## config.mk

```make
export PLATFORM = sky130hd
export DESIGN_NAME = fifo_reader_flat
export DESIGN_NICKNAME = d
export VERILOG_FILES = /design/src/rtl/fifo_reader_if.sv /design/src/rtl/fifo_reader.sv /design/src/flat_wrapper.sv
export SDC_FILE = /design/constraint.sdc
export NUM_CORES = 1
export LEC_CHECK = 0
export CORE_MARGIN = 1
export CORE_UTILIZATION = 51
export DETAILED_ROUTE_END_ITERATION = 7
export PLACE_DENSITY = 0.84
export SETUP_SLACK_MARGIN = 0.5
export SYNTH_ARGS = -nofsm -noshare
export SYNTH_HDL_FRONTEND = slang
export SYNTH_SLANG_ARGS = --single-unit
```

## constraint.sdc

```tcl
create_clock -name clk -period 2.31 [get_ports clk]
set_clock_uncertainty 0.15 [all_clocks]
set_input_delay 0.231 -clock clk [delete_from_list [all_inputs] [get_ports clk]]
set_output_delay 0.231 -clock clk [all_outputs]
set_load 0.01 [all_outputs]
```

## src/rtl/fifo_reader_if.sv

```systemverilog
// FIFO output-port handshake: the FIFO presents data with f2c_irdy,
// the consumer accepts it with c2f_trdy.
interface fifo_reader_if #(
    parameter int W = 3
);
    logic         f2c_irdy;
    logic [W-1:0] data_out;
    logic         c2f_trdy;

    modport master (
        output f2c_irdy,
        output data_out,
        input  c2f_trdy
    );

    modport slave (
        input  f2c_irdy,
        input  data_out,
        output c2f_trdy
    );
endinterface

```

## src/rtl/fifo_reader.sv

```systemverilog
// Consumer endpoint that drains a FIFO, optionally throttles ready with an LFSR
// stall pattern, and checks every accepted entry against an incrementing sequence.
module fifo_reader #(
    parameter int          W           = 3,
    parameter int          CNT_W       = 16,
    parameter int          STALL_EN    = 1,
    parameter logic [15:0] LFSR_SEED   = 16'hACE1,
    parameter int          STOP_ON_ERR = 0
) (
    input  logic             clk,
    input  logic             rst,
    fifo_reader_if.slave     fifo,
    input  logic             enable,
    output logic [CNT_W-1:0] rcv_count,
    output logic [W-1:0]     expected,
    output logic             err,
    output logic [W-1:0]     bad_data,
    output logic [CNT_W-1:0] bad_index,
    output logic             halted
);

    typedef enum logic [1:0] {
        ST_IDLE = 2'd0,
        ST_RUN  = 2'd1,
        ST_HALT = 2'd2
    } state_t;

    localparam logic             STALL_ON = (STALL_EN != 0);
    localparam logic             STOP_ERR = (STOP_ON_ERR != 0);
    localparam logic [CNT_W-1:0] CNT_MAX  = {CNT_W{1'b1}};
    localparam logic [15:0]      LFSR_MSK = 16'hB400;

    state_t           state_r;
    state_t           state_nx_s;
    logic [15:0]      lfsr_r;
    logic [15:0]      lfsr_nx_s;
    logic             trdy_r;
    logic             trdy_nx_s;
    logic             halted_r;
    logic [W-1:0]     expected_r;
    logic [CNT_W-1:0] cnt_r;
    logic             err_r;
    logic [W-1:0]     bad_data_r;
    logic [CNT_W-1:0] bad_index_r;
    logic             xfer_s;
    logic             mismatch_s;

    // Galois right-shift step: fold the mask back in when a one falls out.
    function automatic logic [15:0] lfsr_step(input logic [15:0] cur);
        logic [15:0] nxt;
        nxt = {1'b0, cur[15:1]};
        if (cur[0]) begin
            nxt = nxt ^ LFSR_MSK;
        end else begin
            nxt = nxt;
        end
        return nxt;
    endfunction

    assign xfer_s     = fifo.f2c_irdy & trdy_r;
    assign mismatch_s = xfer_s & (fifo.data_out != expected_r);

    // Next state and next LFSR value; the LFSR only advances while running.
    always_comb begin
        state_nx_s = state_r;
        lfsr_nx_s  = lfsr_r;
        case (state_r)
            ST_IDLE: begin
                if (enable) begin
                    state_nx_s = ST_RUN;
                end else begin
                    state_nx_s = ST_IDLE;
                end
            end
            ST_RUN: begin
                lfsr_nx_s = lfsr_step(lfsr_r);
                if (mismatch_s && STOP_ERR) begin
                    state_nx_s = ST_HALT;
                end else if (!enable) begin
                    state_nx_s = ST_IDLE;
                end else begin
                    state_nx_s = ST_RUN;
                end
            end
            ST_HALT: begin
                state_nx_s = ST_HALT;
            end
            default: begin
                state_nx_s = ST_IDLE;
            end
        endcase
    end

    // Ready is precomputed from next-cycle state so the port comes straight off a flop.
    always_comb begin
        trdy_nx_s = (state_nx_s == ST_RUN) && !(STALL_ON && lfsr_nx_s[0]);
    end

    // FSM, stall LFSR, transfer counter and first-mismatch capture.
    always_ff @(posedge clk or posedge rst) begin
        if (rst) begin
            state_r     <= ST_IDLE;
            lfsr_r      <= LFSR_SEED;
            trdy_r      <= 1'b0;
            halted_r    <= 1'b0;
            expected_r  <= {W{1'b0}};
            cnt_r       <= {CNT_W{1'b0}};
            err_r       <= 1'b0;
            bad_data_r  <= {W{1'b0}};
            bad_index_r <= {CNT_W{1'b0}};
        end else begin
            state_r  <= state_nx_s;
            lfsr_r   <= lfsr_nx_s;
            trdy_r   <= trdy_nx_s;
            halted_r <= (state_nx_s == ST_HALT);
            if (xfer_s) begin
                // The reference keeps counting on its own even after a bad entry.
                expected_r <= expected_r + W'(1'b1);
                if (cnt_r != CNT_MAX) begin
                    cnt_r <= cnt_r + CNT_W'(1'b1);
                end
                if (mismatch_s && !err_r) begin
                    err_r       <= 1'b1;
                    bad_data_r  <= fifo.data_out;
                    bad_index_r <= cnt_r;
                end
            end
        end
    end

    assign fifo.c2f_trdy = trdy_r;
    assign rcv_count     = cnt_r;
    assign expected      = expected_r;
    assign err           = err_r;
    assign bad_data      = bad_data_r;
    assign bad_index     = bad_index_r;
    assign halted        = halted_r;

endmodule

```

## src/flat_wrapper.sv

```systemverilog
// flat-port wrapper written by rule: the top's interface ports become plain ports
module fifo_reader_flat 
#(
    parameter int          W           = 3,
    parameter int          CNT_W       = 16,
    parameter int          STALL_EN    = 1,
    parameter logic [15:0] LFSR_SEED   = 16'hACE1,
    parameter int          STOP_ON_ERR = 0
)
  (clk, rst, enable, rcv_count, expected, err, bad_data, bad_index, halted, fifo_f2c_irdy, fifo_data_out, fifo_c2f_trdy);
  fifo_reader_if #(.W(W)) fifo_i ();
  input  logic clk;
  input  logic rst;
  input  logic enable;
  output logic [CNT_W-1:0] rcv_count;
  output logic [W-1:0] expected;
  output logic err;
  output logic [W-1:0] bad_data;
  output logic [CNT_W-1:0] bad_index;
  output logic halted;
  input wire logic [$bits(fifo_i.f2c_irdy)-1:0] fifo_f2c_irdy;
  input wire logic [$bits(fifo_i.data_out)-1:0] fifo_data_out;
  output wire logic [$bits(fifo_i.c2f_trdy)-1:0] fifo_c2f_trdy;
  assign fifo_i.f2c_irdy = fifo_f2c_irdy;
  assign fifo_i.data_out = fifo_data_out;
  assign fifo_c2f_trdy = fifo_i.c2f_trdy;
  fifo_reader #(.W(W), .CNT_W(CNT_W), .STALL_EN(STALL_EN), .LFSR_SEED(LFSR_SEED), .STOP_ON_ERR(STOP_ON_ERR)) u_core (.clk(clk), .rst(rst), .fifo(fifo_i), .enable(enable), .rcv_count(rcv_count), .expected(expected), .err(err), .bad_data(bad_data), .bad_index(bad_index), .halted(halted));
endmodule
```

# ---- Word-level counts from Yosys, hierarchy flattened
# Index checks and enable logic that the tools add are counted.
dict set report word_totals {
  ff_bits 59
  inputBits 7
  word_cells 33
  out_inout_bits 41
}
dict set report op_classes {
  reduce_logical 8
  bitwise_logic 3
  n_eq_ne 6
  addsub 2
  mux 4
}
# operator count
set ops {}
lappend ops {{$add 16x1->16 const B} 1}
lappend ops {{$mux 16} 1}
lappend ops {{$ne 16x16->1 const B} 1}
lappend ops {{$eq 2x1->1 const B} 2}
lappend ops {{$eq 2x2->1 const B} 2}
lappend ops {{$not 3->4} 1}
lappend ops {{$pmux 2 s2} 1}
lappend ops {{$reduce_and 2->1} 2}
lappend ops {{$add 3x1->3 const B} 1}
lappend ops {{$ne 3x3->1} 1}
lappend ops {{$and 1x1->1} 2}
lappend ops {{$logic_and 1x1->1} 2}
lappend ops {{$logic_not 1->1} 2}
lappend ops {{$logic_not 2->1} 1}
lappend ops {{$mux 1} 2}
lappend ops {{$reduce_or 2->1} 1}

# ---- Longest topological paths before layout
dict set report logic_depth {
  ltp_word 5
  depth_mapped 6
  mapped_depth_nobuf 6
}

# ---- Worst setup path after synthesis
# No wires, ideal clock.
dict set report synth_path {
  path_type {reg2reg}
  start {register u_core.cnt_r[0] (netlist: u_core.rcv_count[0])}
  end {register u_core.cnt_r[1] (netlist: u_core.rcv_count[1])}
  path_buffers 0
  stages_incl_launch_ff 6
  period_less_slack_ns 1.753
  setup_slack_ns 0.557
  setup_time_ns 0.125
  required_time_ns 2.035
  t_arrival_ns 1.478
  path_cell_list {dfrtp_1 ha_1 nand2_1 nor3_4 a21oi_4 mux2_4}
}
dict set report synth_via {
  elab_chain_len 2
  elab_cells_between_ends 3
  classes_between {add/sub: 1; eq/ne: 1; reduce/logical: 1}
}
# item line_no
set synth_rtl {}
lappend synth_rtl {{start, declared} fifo_reader.sv:41} ;# logic [CNT_W-1:0] cnt_r;
lappend synth_rtl {{start signal, assigned} fifo_reader.sv:107} ;# cnt_r <= {CNT_W{1'b0}};
lappend synth_rtl {{start signal, assigned} fifo_reader.sv:120} ;# cnt_r <= cnt_r + CNT_W'(1'b1);
lappend synth_rtl {{branches (longest 2 deep; another with $add 16x1->16)} --}
# Parallel ways; which one is timed is not known.
# A chain may end at the register's enable or synchronous reset.

# ---- Worst setup path after layout
dict set report layout_path {
  start {register u_core.expected_r[2] (netlist: u_core.expected[2])}
  end {register u_core.bad_index_r[0] (netlist: u_core.bad_index[0])}
}
dict set report layout_via {
  elab_chain_len 4
}
# item line_no
set layout_rtl {}
lappend layout_rtl {{start, declared} fifo_reader.sv:40} ;# logic [W-1:0] expected_r;
lappend layout_rtl {{start signal, assigned} fifo_reader.sv:106} ;# expected_r <= {W{1'b0}};
lappend layout_rtl {{start signal, assigned} fifo_reader.sv:118} ;# expected_r <= expected_r + W'(1'b1);
lappend layout_rtl {{$ne 3x3->1} fifo_reader.sv:61} ;# assign mismatch_s = xfer_s & (fifo.data_out != expected_r);
lappend layout_rtl {{$and 1x1->1} fifo_reader.sv:61}
lappend layout_rtl {{$logic_and 1x1->1} fifo_reader.sv:122} ;# if (mismatch_s && !err_r) begin
lappend layout_rtl {{$reduce_and 2->1 (no line)} --}
lappend layout_rtl {{end signal, assigned} fifo_reader.sv:110} ;# bad_index_r <= {CNT_W{1'b0}};
lappend layout_rtl {{end signal, assigned} fifo_reader.sv:125} ;# bad_index_r <= cnt_r;
lappend layout_rtl {{end, declared} fifo_reader.sv:44} ;# logic [CNT_W-1:0] bad_index_r;
# No other way between the ends.

==> reports/results.tsv <==
stage	metric	value	unit
status	status	completed	
layout	post-layout util	72.58	%
die	Initial Util	54.39	%
placed_design	RD Place Congestion	0.7752	
setup_path	reg-to-reg setup timing slack	0.54	ns
die	row cnt	24	
synth	Synth Cell Area	2417	um2
global_route	global-route usage over all layers	19.78	%
clocking	Clock Latency Late Sink	0.33	ns
setup_path	R2R cell count	4	
synth	Syn Nets	178	
die	Boundary Pins	48	
global_route	initial antenna violation count	0	
global_route	gr ovfl total	0	
synth	register area share after synthesis	60.46	%
clocking	H-tree depth	3	
synth	FF+latch count, synth	58	
timing	Tmin final	1.768	ns
setup_path	capturing point of the worst reg2reg path	u_core.bad_index[0]	
layout	Layout area overhead	33.44	%
layout	layout cell share with drive strength beyond 1	30.42	%
drt	drt total wl	4.398	mm
clocking	Root Driver	clkbuf_8	
timing	Final setup viols	0	
setup_path	worst setup path category	reg2reg	
drt	DRT antenna net count	0	
timing	RSZ-0062 raised after global routing	false	
timing	total negative slack	0	ns
synth	top cell type's share of synthesized area	51.76	%
power_and_ir_drop	Max IR drop VDD	0.5500	mV
timing	Worst Slack Setup Final	0.5417	ns
timing	Slew @ Worst Pin	0.6737	ns
timing	Final period util	76.55	%
setup_path	Crit Reg-Reg Startpoint	u_core.expected[2]	
drt	number of remaining DRC errors	0	
synth	Synth area leader	dfrtp_1	
clocking	CTS tree	done	
placed_design	placed cell area	3004	um2
synth	main area contributors after synthesis	dfrtp_1 52%, mux2_2 10%, dfstp_2 8.7%, xnor2_1 7.6%, mux2_1 5.1%	
drt	Via density	5.336	
layout	post-route cell area	3226	um2
setup_path	crit end category	flip-flop	
run	Max-cap violations	0	
global_route	vias in the first global route	1638	
synth	synth warn	0	
worst_hold_path	Hold Path Class	in2async	
global_route	largest net degree at the start of global routing	35	
drt	Via Count	1558	
timing	hold violation count in the final report	0	
power_and_ir_drop	P_leak	1.413	nW
drt	Starting DRT DRC Count	67	
timing	Max Slew Vio Count	0	
placed_design	Buffers on Ports	47	
die	Total Die Area	5019	um2
clocking	hold_buf cts	0	
placed_design	Detailed Place HPWL	3.103	mm
drt	Detailed Routing Iterations Pass 1	6	
timing	Hold Slack	0.1715	ns
die	chip width	70.85	um
clocking	Clock Path Buffers	2	
power_and_ir_drop	Pwr Density	899.2	nW/um2
setup_path	WP data required	2.37	ns
drt	wire per inst	15.06	um
layout	Final nets	244	
clocking	TritonCTS buffer count	9	
setup_path	crit path DAT	1.83	ns
placed_design	DP Worst Slack	0.2710	ns
clocking	clk sink count	58	
synth	Avg Inst Size Synth	14.30	um2
die	core area	4444	um2
synth	count of different cell masters after synthesis	30	
timing	Slew Limit Headroom	55.02	%
setup_path	kind of start point of the critical path	flip-flop	
synth	Mapped Cells	169	
die	die height	70.85	um
clocking	Clock Pin Slew Worst Setup and Hold Paths	0.06	ns
layout	ant diodes	0	
timing	fmax	565.5	MHz
setup_path	maximum fanout along the worst path	16	
global_route	first-pass GRT wire length	7.438	mm
-- what timing repair did --
item,in CTS,in global routing
setup endpoints to repair,8,14
resized for setup,2,6
hold endpoints to repair,0,0
setup buffers,1,3
pin swaps,2,3
cloned,1,0
-- through the flow --
stage               std cells  power [mW]
CTS                       289       2.893
detailed placement        271       2.082
floorplan                 169       1.654
finish                    292       2.900
global route              292       3.039
global placement          271       2.057
-- placed cells by master, fill, tap and decap left out --
master,n
clkdlybuf4s50_1,47
dfstp_2,8
xor2_1,2
nand4_2,2
a21oi_4,1
mux2_4,1
xnor2_1,21
buf_12,1
nor2b_1,2
nor2_1,5
nand2_2,2
nor4_4,1
a311oi_4,1
or2_2,1
ha_2,1
nor3b_1,1
ha_1,1
nor3_4,1
nand3_2,1
o21ai_0,3
and3_1,3
nand2_1,9
and4_1,1
nand2b_1,1
clkbuf_8,11
dfrtp_1,44
and2_4,1
clkbuf_1,5
inv_2,1
buf_4,10
mux2_2,22
nand3_1,4
dfrtp_2,6
a21oi_2,1
mux2_1,11
nand4_1,7
-- area by class of cell --
class / instances / area, um2
Timing Repair Buffer: 58 / 565.5
Inverter: 1 / 3.754
Fill cell: 325 / 1219
Tap cell: 52 / 65.06
Multi-Input combinational cell: 107 / 952.2
Sequential cell: 58 / 1469
Clock buffer: 16 / 170.2
-- report_power, final --
group	internal, mW	total, mW	leakage, nW	switching (mW)
Combinational	0.467	0.780	0.594	0.313
Sequential	1.17	1.33	0.735	0.156
Clock	0.450	0.794	0.0850	0.343
-- critical path, stage by stage, from the launching register on --
cell,delay (ns)
dfrtp_1,0.41
xnor2_1,0.18
a311oi_4,0.37
buf_12,0.20
mux2_2,0.35
-- synthesized netlist by cell type --
master,n
a21oi_4,1
a311oi_2,1
and2_4,1
and3_1,3
and4_1,1
buf_2,2
buf_4,2
dfrtp_1,50
dfstp_2,8
ha_1,2
inv_1,1
mux2_1,11
mux2_2,22
mux2_4,1
nand2_1,10
nand2_2,1
nand2b_1,1
nand3_1,4
nand3_2,1
nand4_1,7
nand4_2,2
nor2_1,5
nor2b_1,2
nor3_4,1
nor3b_1,1
nor4_4,1
o21ai_0,3
or2_2,1
xnor2_1,21
xor2_1,2
-- sequential cells by signal, indices dropped and copies added (netlist names) --
name / flops
u_core.halted: 1
u_core.fifo.c2f_trdy: 1
u_core.lfsr_r: 16
u_core.bad_data: 3
u_core.state_r: 1
u_core.expected: 3
u_core.bad_index: 16
u_core.rcv_count: 16
u_core.err: 1
-- metal layers --
metal / vias up / wire length (um) / GRT usage [%]
met5: - / 0 / 0
met4: 0 / 111 / 12.00
met3: 13 / 140 / 5.413
met2: 39 / 2181 / 32.91
met1: 779 / 1965 / 22.94
li1: 727 / - / -
-- cell families after synthesis --
family          after synthesis  share of synthesized area, %
flops                        58                         60.46
xor+xnor                     23                         8.334
simple gates                 42                         11.08
buf+inv                       5                         1.190
mux                          34                         15.99
compound gates                5                         1.915
fa+ha+maj                     2                         1.035
-- how the worst max path moves through the flow --
stage | startpoint | to | slack, ns | depth (start not counted)
floorplan | rst | u_core.bad_data[0] | 0.51 | 1
global placement | fifo_f2c_irdy | u_core.bad_index[4] | 0.31 | 5
detailed placement | fifo_data_out[1] | u_core.bad_index[3] | 0.27 | 5
CTS | u_core.rcv_count[1] | u_core.rcv_count[14] | 0.50 | 5
global route | u_core.rcv_count[0] | u_core.rcv_count[0] | 0.49 | 6
finish | u_core.expected[2] | u_core.bad_index[0] | 0.54 | 4
(Power assumes the default switching activity.)
